==> config.mk <==
export PLATFORM = sky130hd
export DESIGN_NAME = parking_controller
export DESIGN_NICKNAME = d
export VERILOG_FILES = /design/src/rtl/parking_controller_pkg.sv /design/src/rtl/park_gate_timer.sv /design/src/rtl/parking_controller.sv
export SDC_FILE = /design/constraint.sdc
export NUM_CORES = 1
export LEC_CHECK = 0
export ABC_CLOCK_PERIOD_IN_PS = 12200
export CORE_ASPECT_RATIO = 1.5
export CORE_UTILIZATION = 37
export CTS_CLUSTER_DIAMETER = 40
export DETAILED_ROUTE_END_ITERATION = 8
export SLEW_MARGIN = 25
export SYNTH_ARGS = -nofsm -noshare
export SYNTH_HDL_FRONTEND = slang
export SYNTH_SLANG_ARGS = --single-unit
==> constraint.sdc <==
create_clock -name clk -period 12.2 [get_ports clk]
set_input_delay 2.44 -clock clk [delete_from_list [all_inputs] [get_ports clk]]
set_output_delay 2.44 -clock clk [all_outputs]
set_load 0.01 [all_outputs]
==> src/rtl/parking_controller_pkg.sv <==
// rtl/parking_controller_pkg.sv - shared FSM state type and width defaults for the parking controller
package parking_controller_pkg;

  localparam int TIME_WIDTH_DEF = 16;
  localparam int COST_WIDTH_DEF = 16;
  localparam int RATE_WIDTH     = 8;
  localparam int MUL_WIDTH_DEF  = TIME_WIDTH_DEF + RATE_WIDTH;

  // Product of a duration and a rate never exceeds this many bits
  function automatic int mul_width(input int time_width);
    return time_width + RATE_WIDTH;
  endfunction

  typedef enum logic [2:0] {
    IDLE       = 3'd0,
    ENTRY_PUSH = 3'd1,
    ENTRY_OPEN = 3'd2,
    EXIT_POP   = 3'd3,
    EXIT_BILL  = 3'd4,
    EXIT_PAY   = 3'd5,
    EXIT_OPEN  = 3'd6
  } park_state_t;

endpackage

==> src/rtl/park_gate_timer.sv <==
// rtl/park_gate_timer.sv - gate hold timer shared by entry and exit barriers
// done pulses in the last cycle of a CYCLES-long window started by load
module park_gate_timer #(
  parameter int CYCLES = 4
) (
  input  logic clk,
  input  logic rst,
  input  logic load,
  output logic done
);

  localparam int CW = $clog2(CYCLES + 1);

  logic [CW-1:0] cnt;

  always_ff @(posedge clk) begin
    if (rst) begin
      cnt <= '0;
    end else if (load) begin
      cnt <= CW'(CYCLES);
    end else if (cnt != '0) begin
      cnt <= cnt - 1'b1;
    end
  end

  assign done = (cnt == CW'(1));

endmodule

==> src/rtl/parking_controller.sv <==
// rtl/parking_controller.sv - parking entry/exit sequencer with billing; PARK_RR_ARB_EN selects
// round-robin arbitration of simultaneous requests (default: exit always wins)
module parking_controller
  import parking_controller_pkg::*;
#(
  parameter int TIME_WIDTH  = TIME_WIDTH_DEF,
  parameter int COST_WIDTH  = COST_WIDTH_DEF,
  parameter int CAPACITY    = 3,
  parameter int GATE_CYCLES = 4
) (
  input  logic                  clk,
  input  logic                  rst,
  input  logic                  entry_req,
  input  logic                  exit_req,
  input  logic [TIME_WIDTH-1:0] global_time,
  input  logic [RATE_WIDTH-1:0] rate,
  input  logic [1:0]            buf_count,
  input  logic [TIME_WIDTH-1:0] oldest_time,
  input  logic                  pay_ack,
  output logic                  buf_push,
  output logic                  buf_pop,
  output logic                  entry_gate,
  output logic                  exit_gate,
  output logic                  full,
  output logic [COST_WIDTH-1:0] cost,
  output logic                  cost_valid,
  output logic                  busy
);

  localparam int MUL_W = mul_width(TIME_WIDTH);

  park_state_t           state;
  logic                  elig_entry, elig_exit, exit_first;
  logic                  grant_entry, grant_exit;
  logic                  timer_load, gate_done;
  logic [TIME_WIDTH-1:0] duration;
  logic [MUL_W-1:0]      product;
  logic                  overflow;
  logic [COST_WIDTH-1:0] cost_next;

  assign full = (buf_count == 2'(CAPACITY));
  assign busy = (state != IDLE);

  assign elig_entry = entry_req && !full;
  assign elig_exit  = exit_req && (buf_count != 2'd0);

`ifdef PARK_RR_ARB_EN
  logic last_exit;
  assign exit_first = !last_exit;
`else
  assign exit_first = 1'b1;
`endif

  assign grant_exit  = elig_exit && (!elig_entry || exit_first);
  assign grant_entry = elig_entry && !grant_exit;

  // Wrap of global_time past oldest_time is a legal, non-zero stay
  assign duration  = global_time - oldest_time;
  assign product   = MUL_W'(duration) * MUL_W'(rate);
  assign overflow  = ((product >> COST_WIDTH) != '0);
  assign cost_next = overflow ? '1 : COST_WIDTH'(product);

  assign timer_load = (state == ENTRY_PUSH) || ((state == EXIT_PAY) && pay_ack);

  park_gate_timer #(
    .CYCLES (GATE_CYCLES)
  ) u_gate_timer (
    .clk  (clk),
    .rst  (rst),
    .load (timer_load),
    .done (gate_done)
  );

  always_ff @(posedge clk) begin
    if (rst) begin
      state      <= IDLE;
      buf_push   <= 1'b0;
      buf_pop    <= 1'b0;
      entry_gate <= 1'b0;
      exit_gate  <= 1'b0;
      cost       <= '0;
      cost_valid <= 1'b0;
`ifdef PARK_RR_ARB_EN
      last_exit  <= 1'b1;
`endif
    end else begin
      buf_push <= 1'b0;
      buf_pop  <= 1'b0;
      case (state)
        IDLE: begin
          if (grant_exit) begin
            state   <= EXIT_POP;
            buf_pop <= 1'b1;
          end else if (grant_entry) begin
            state    <= ENTRY_PUSH;
            buf_push <= 1'b1;
          end
`ifdef PARK_RR_ARB_EN
          if (grant_exit)       last_exit <= 1'b1;
          else if (grant_entry) last_exit <= 1'b0;
`endif
        end
        ENTRY_PUSH: begin
          state      <= ENTRY_OPEN;
          entry_gate <= 1'b1;
        end
        ENTRY_OPEN: begin
          if (gate_done) begin
            state      <= IDLE;
            entry_gate <= 1'b0;
          end
        end
        // oldest_time becomes valid while in EXIT_BILL
        EXIT_POP: state <= EXIT_BILL;
        EXIT_BILL: begin
          state      <= EXIT_PAY;
          cost       <= cost_next;
          cost_valid <= 1'b1;
        end
        EXIT_PAY: begin
          if (pay_ack) begin
            state      <= EXIT_OPEN;
            cost_valid <= 1'b0;
            exit_gate  <= 1'b1;
          end
        end
        EXIT_OPEN: begin
          if (gate_done) begin
            state     <= IDLE;
            exit_gate <= 1'b0;
          end
        end
        default: state <= IDLE;
      endcase
    end
  end

endmodule

==> results of run 1 <==
-- final cells by class --
| cell class | instances | area share (%) |
|---|---|---|
| Inverter | 141 | 7.575 |
| Multi-Input combinational cell | 552 | 69.99 |
| Clock buffer | 3 | 1.074 |
| Sequential cell | 27 | 7.736 |
| Tap cell | 203 | 3.635 |
| Clock inverter | 1 | 0.07163 |
| Timing Repair Buffer | 70 | 9.921 |
-- worst max-delay path by stage --
| stage | start | endpoint | slack [ns] | cells past startpoint |
|---|---|---|---|---|
| floorplan | global_time[0] | cost[0]$_SDFFE_PP0P_ | 3.31 | 29 |
| global placement | oldest_time[0] | cost[2]$_SDFFE_PP0P_ | 2.03 | 27 |
| detailed placement | oldest_time[0] | cost[2]$_SDFFE_PP0P_ | 1.86 | 27 |
| CTS | oldest_time[0] | cost[2]$_SDFFE_PP0P_ | 2.13 | 27 |
| global route | global_time[0] | cost[15]$_SDFFE_PP0P_ | 1.58 | 28 |
| finish | oldest_time[0] | cost[2]$_SDFFE_PP0P_ | 2.21 | 27 |
-- state kept, by name, indices dropped and copies added, names as in the netlist --
signal,count
buf_pop,1
buf_push,1
cost,16
cost_valid,1
entry_gate,1
exit_gate,1
state,3
u_gate_timer.cnt,3
-- synthesized netlist by cell type (7+ instances only) --
library cell and instances:
nand2_1 57, dfxtp_1 27, xor2_1 10, inv_1 141
o21ai_0 19, and2_1 87, ha_1 62, nor3_1 13
a211oi_1 22, nand3_1 14, clkbuf_1 14, a21oi_1 37
nand2b_1 7, nor2b_1 14, fa_1 85, nor2_1 42
xnor2_1 19
-- layer usage --
metal / up-vias / global-route usage (%) / wire length, um
met5: - / 0 / 0
met4: 0 / 4.670 / 255
met3: 22 / 0.5747 / 224
met2: 81 / 32.62 / 7021
met1: 2360 / 18.95 / 5634
li1: 2468 / - / -
-- cell families after synthesis --
family / synth area share, %
DFF: 8.920
muxes: 0.4956
buffers and inverters: 10.39
AOI/OAI and AO/OA: 12.10
xor gates and xnor gates: 4.192
and+or+nand+nor: 22.86
adders and majority gates: 41.05
-- worst min-delay path, cell delays in order, from the launching register on --
cell and delay (ns):
dfxtp_1 0.31, nor2_1 0.09, a211oi_1 0.05
-- through the flow --
stage / cell area (um2) / setup slack [ns] / std cells
finish: 6987 / 2.215 / 997
detailed placement: 6912 / 1.863 / 993
floorplan: 6060 / 3.306 / 742
global route: 6987 / 1.579 / 997
global placement: 6912 / 2.027 / 993
CTS: 6992 / 2.126 / 997
==> flow_metrics.tcl, run 1 <==
set metrics [dict create \
    cts.sinks 27 \
    antenna_left 0 \
    htree_levels 1 \
    synthToLayoutAreaGrowth_pct 15.30 \
    clock_path_buffers 2 \
    syn_inst 742 \
    io_buffers 69 \
    fin_crit_sh_pct 81.85 \
    crit-reg2reg-launch "state[2]$_SDFFE_PP0P_" \
    status "finished, final reports clean" \
    setup-tns-final_ns 0 \
    slowest_stage "nor4_4" \
    gp_congestion 0.8600 \
    diodes 0 \
    cpPeakStageDelay_ns 0.77 \
    die_w_um 106.5 \
    hold_violations 0 \
    dr.first_iter.drc_count 121 \
    multi_input_area_um2 4890 \
    cap_violations 0 \
    yosys.area.top_type_share_pct 28.08 \
    first_pass_iters 4 \
    required_ns 12.32 \
    yosysSeqAreaShare_pct 8.920 \
    cts_root_buf "clkbuf_16" \
    layout_common_cells "inv_1, and2_1, fa_1, clkdlybuf4s50_1, ha_1" \
    io-pin-count 70 \
    vias 4931 \
    synth_cell_type_count 56 \
    die_y_um 158.7 \
    netlist_area_um2 6060 \
    avgSynthCellArea_um2 8.167 \
    r2r_end "cost[2]$_SDFFE_PP0P_" \
    fp.dieArea_um2 16900 \
    final_common_cell "inv_1" \
    r2r.worst_path.cells 9 \
    grt_pass1_vias 5233 \
    drc 0 \
    whs_path_depth 2 \
    synthFlopType "dfxtp_1" \
    rsz0062_at_grt "false" \
    max_clock_freq_mhz 100.1 \
    skew_ns 0.003154 \
    holdCritStartpoint "cost[15]$_SDFFE_PP0P_" \
    cts_tree "built" \
    post_route_cells_drive_above_1_share_pct 1.763 \
    post_drt_wl_per_cell_um 13.17 \
    grt_max_degree 28 \
    cts_repair_resize_count 0 \
    clk_pin_slew_ns 0.06 \
    critPathMostFrequentCell "fa_1" \
    overflow 0 \
    hold-path-endpoint "cost[15]$_SDFFE_PP0P_" \
    synthTopCellsByArea "fa_1, ha_1, and2_1, dfxtp_1, inv_1" \
    synth-seq-cells 27 \
    arrival_ns 10.10 \
    cts_buffers 3 \
    cp-end-kind "flip-flop" \
    antenna_found_initial 0 \
    cts_hold_buf 0 \
    syn_nets 936 \
    coreArea_um2 15840 \
    area.sequential_um2 540.5 \
    synth_edf_count 0 \
    yosys.area.top_type "fa_1" \
    tightest_slew_ns 0.8162 \
    nets 989 \
    critPathBufInv 4 \
    path_class "input port to flip-flop" \
    whs_ns 0.4995 \
    cp_top_family "adder cells" \
    viasPerCell 4.946 \
    reg2reg_setup_slack_ns 9.18 \
    n_fill_cell 1653 \
    final_core_util_pct 44.12 \
    clk_latency_ns 0.26 \
    async_flop_share_pct 0 \
    cp_max_fo 16 \
    crit_path_start_kind "input port" \
    post_cts_buffers 0 \
    hpwlAfterDp_mm 11.20 \
    relSlewSlack_pct 45.18 \
    slew_viol_final 0 \
    grt_pass1_wl_mm 23.38 \
    start_util_pct 38.27 \
    post-route-min-period_ns 9.985 \
    routed_wl_mm 13.14 \
    yosysWarnings 0 \
    rows 56 \
    hp-class "flip-flop to flip-flop" \
    setup_violations 0 \
    track_usage_pct 16.58 \
]
Power of run 1 is not shown: default switching activity piles up to over one toggle a cycle in this logic, so the estimate is an artifact.
==> run 2, diff against run 1 <==
ABC_CLOCK_PERIOD_IN_PS = 9110   (was 12200)
clock period = 9.11 ns   (was 12.2 ns; I/O delays follow)
==> run 2 against run 1 <==
- first-iteration DRC count down 15%
- register-to-register slack worse by 2.8 ns
- largest cell class unchanged
- routed wire length down 0.64%
- sequential share of layout area down 0.17 points
- global-route usage about the same
- die area unchanged
- worst hold slack better by 0.00069 ns
- flip-flop and latch count unchanged
- critical path depth up 2
- final area up 2.2%
- clock-buffer cell count up 1
==> flow_metrics.tcl, run 2 (same netlist as run 1, synthesis figures left out) <==
set metrics [dict create \
    overflow 0 \
    r2r.worst_path.cells 10 \
    r2r_end "cost[1]$_SDFFE_PP0P_" \
    clock_path_buffers 2 \
    rsz0062_at_grt "false" \
    arrival_ns 8.68 \
    die_w_um 106.5 \
    status "finished, final reports clean" \
    cts_tree "built" \
    setup-tns-final_ns 0 \
    required_ns 9.24 \
    vias 4994 \
    dr.first_iter.drc_count 103 \
    gp_congestion 0.8463 \
    holdCritStartpoint "cost_valid$_SDFFE_PP0P_" \
    htree_levels 1 \
    startpoint "oldest_time[5]" \
    fp.dieArea_um2 16900 \
    hold_violations 0 \
    cts_hold_buf 0 \
    crit-reg2reg-launch "state[2]$_SDFFE_PP0P_" \
    setup_violations 0 \
    crit_path_start_kind "input port" \
    n_fill_cell 1654 \
    diodes 0 \
    relSlewSlack_pct 51.81 \
    cts.sinks 27 \
    cp_max_fo 16 \
    regMostFlops "cost" \
    tightest_slew_ns 0.7177 \
    routed_wl_mm 13.05 \
    io-pin-count 70 \
    drc 0 \
    die_y_um 158.7 \
    slowest_stage "fa_1" \
    post-route-min-period_ns 8.557 \
    hpwlAfterDp_mm 11.19 \
    final_common_cell "inv_1" \
    cp-end-kind "flip-flop" \
    fin_crit_sh_pct 93.93 \
    slew_viol_final 0 \
    path_class "input port to flip-flop" \
    io_buffers 69 \
    endpoint "cost[1]$_SDFFE_PP0P_" \
    rows 56 \
    skew_ns 0.001273 \
    layout_common_cells "inv_1, and2_1, fa_1, clkdlybuf4s50_1, ha_1" \
    setup_ws_ns 0.5534 \
    grt_pass1_vias 5226 \
    coreArea_um2 15840 \
    dp_slack_ns 0.03978 \
    synthToLayoutAreaGrowth_pct 17.86 \
    cpPeakStageDelay_ns 0.57 \
    antenna_found_initial 0 \
    largest_reg_flops 16 \
    grt_pass1_wl_mm 23.36 \
    hp-class "flip-flop to flip-flop" \
    viasPerCell 4.920 \
    cts_buffers 3 \
    post_drt_wl_per_cell_um 12.86 \
    reg2reg_setup_slack_ns 6.43 \
    nets 1007 \
    grt_max_degree 28 \
    track_usage_pct 16.55 \
    max_clock_freq_mhz 116.9 \
    cts_root_buf "clkbuf_16" \
    clk_latency_ns 0.26 \
    post_route_cells_drive_above_1_share_pct 4.064 \
    cap_violations 0 \
    start_util_pct 38.27 \
    antenna_left 0 \
    clk_pin_slew_ns 0.06 \
    first_pass_iters 4 \
    final_core_util_pct 45.10 \
    largestRegisters "cost: 16 flops, state: 3 flops, u_gate_timer.cnt: 3 flops" \
    post_cts_buffers 0 \
]
[run 2: area by class of cell]
| cell class | instances | area (um2) | share of cell area, % |
|---|---|---|---|
| clock buffer | 4 | 78.83 | 1.104 |
| inverter | 141 | 529.3 | 7.411 |
| multi-input combinational | 552 | 4898 | 68.59 |
| sequential | 27 | 540.5 | 7.568 |
| tap | 203 | 254.0 | 3.556 |
| timing repair buffer | 88 | 840.8 | 11.77 |
[run 2: repair_timing]
item                                    CTS  global route
resized for setup                         0             3
hold endpoints to repair                  0             0
endpoints found under the setup margin    0            16
[run 2: worst min path at each step]
stage | endpoint | cells past startpoint
finish | cost_valid$_SDFFE_PP0P_ | 2
global route | cost_valid$_SDFFE_PP0P_ | 2
CTS | cost_valid$_SDFFE_PP0P_ | 2
detailed placement | cost_valid$_SDFFE_PP0P_ | 2
global placement | cost_valid$_SDFFE_PP0P_ | 2
floorplan | u_gate_timer.cnt[1]$_SDFFE_PP0P_ | 2
[run 2: per-stage QoR]
stage	cell area, um2	instances	hold WS, ns
finish	7142	1015	0.5002
CTS	7138	1015	0.4979
global placement	7059	1011	0.4687
detailed placement	7059	1011	0.4807
global route	7142	1015	0.5062
floorplan	6060	742	0.4781
[run 2: worst max-delay path, delay by kind of cell]
| family | cells | cell delay, ns |
|---|---|---|
| AO/OA/AOI/OAI | 9 | 1.37 |
| adder cells (fa/ha/maj) | 6 | 2.77 |
| buffers and inverters | 7 | 0.97 |
| AND/OR/NAND/NOR | 6 | 1.26 |
| XOR/XNOR | 1 | 0.47 |
[run 2: metal layers]
metal	routed length, um	vias to the layer above	track usage [%]	part of all wire, %
met5	0	-	0	0
met2	7014	117	32.20	54
li1	-	2510	-	-
met4	245	0	4.234	1.9
met3	444	20	0.9442	3.4
met1	5346	2347	19.16	41
Power of run 2 is left out for the same reason.
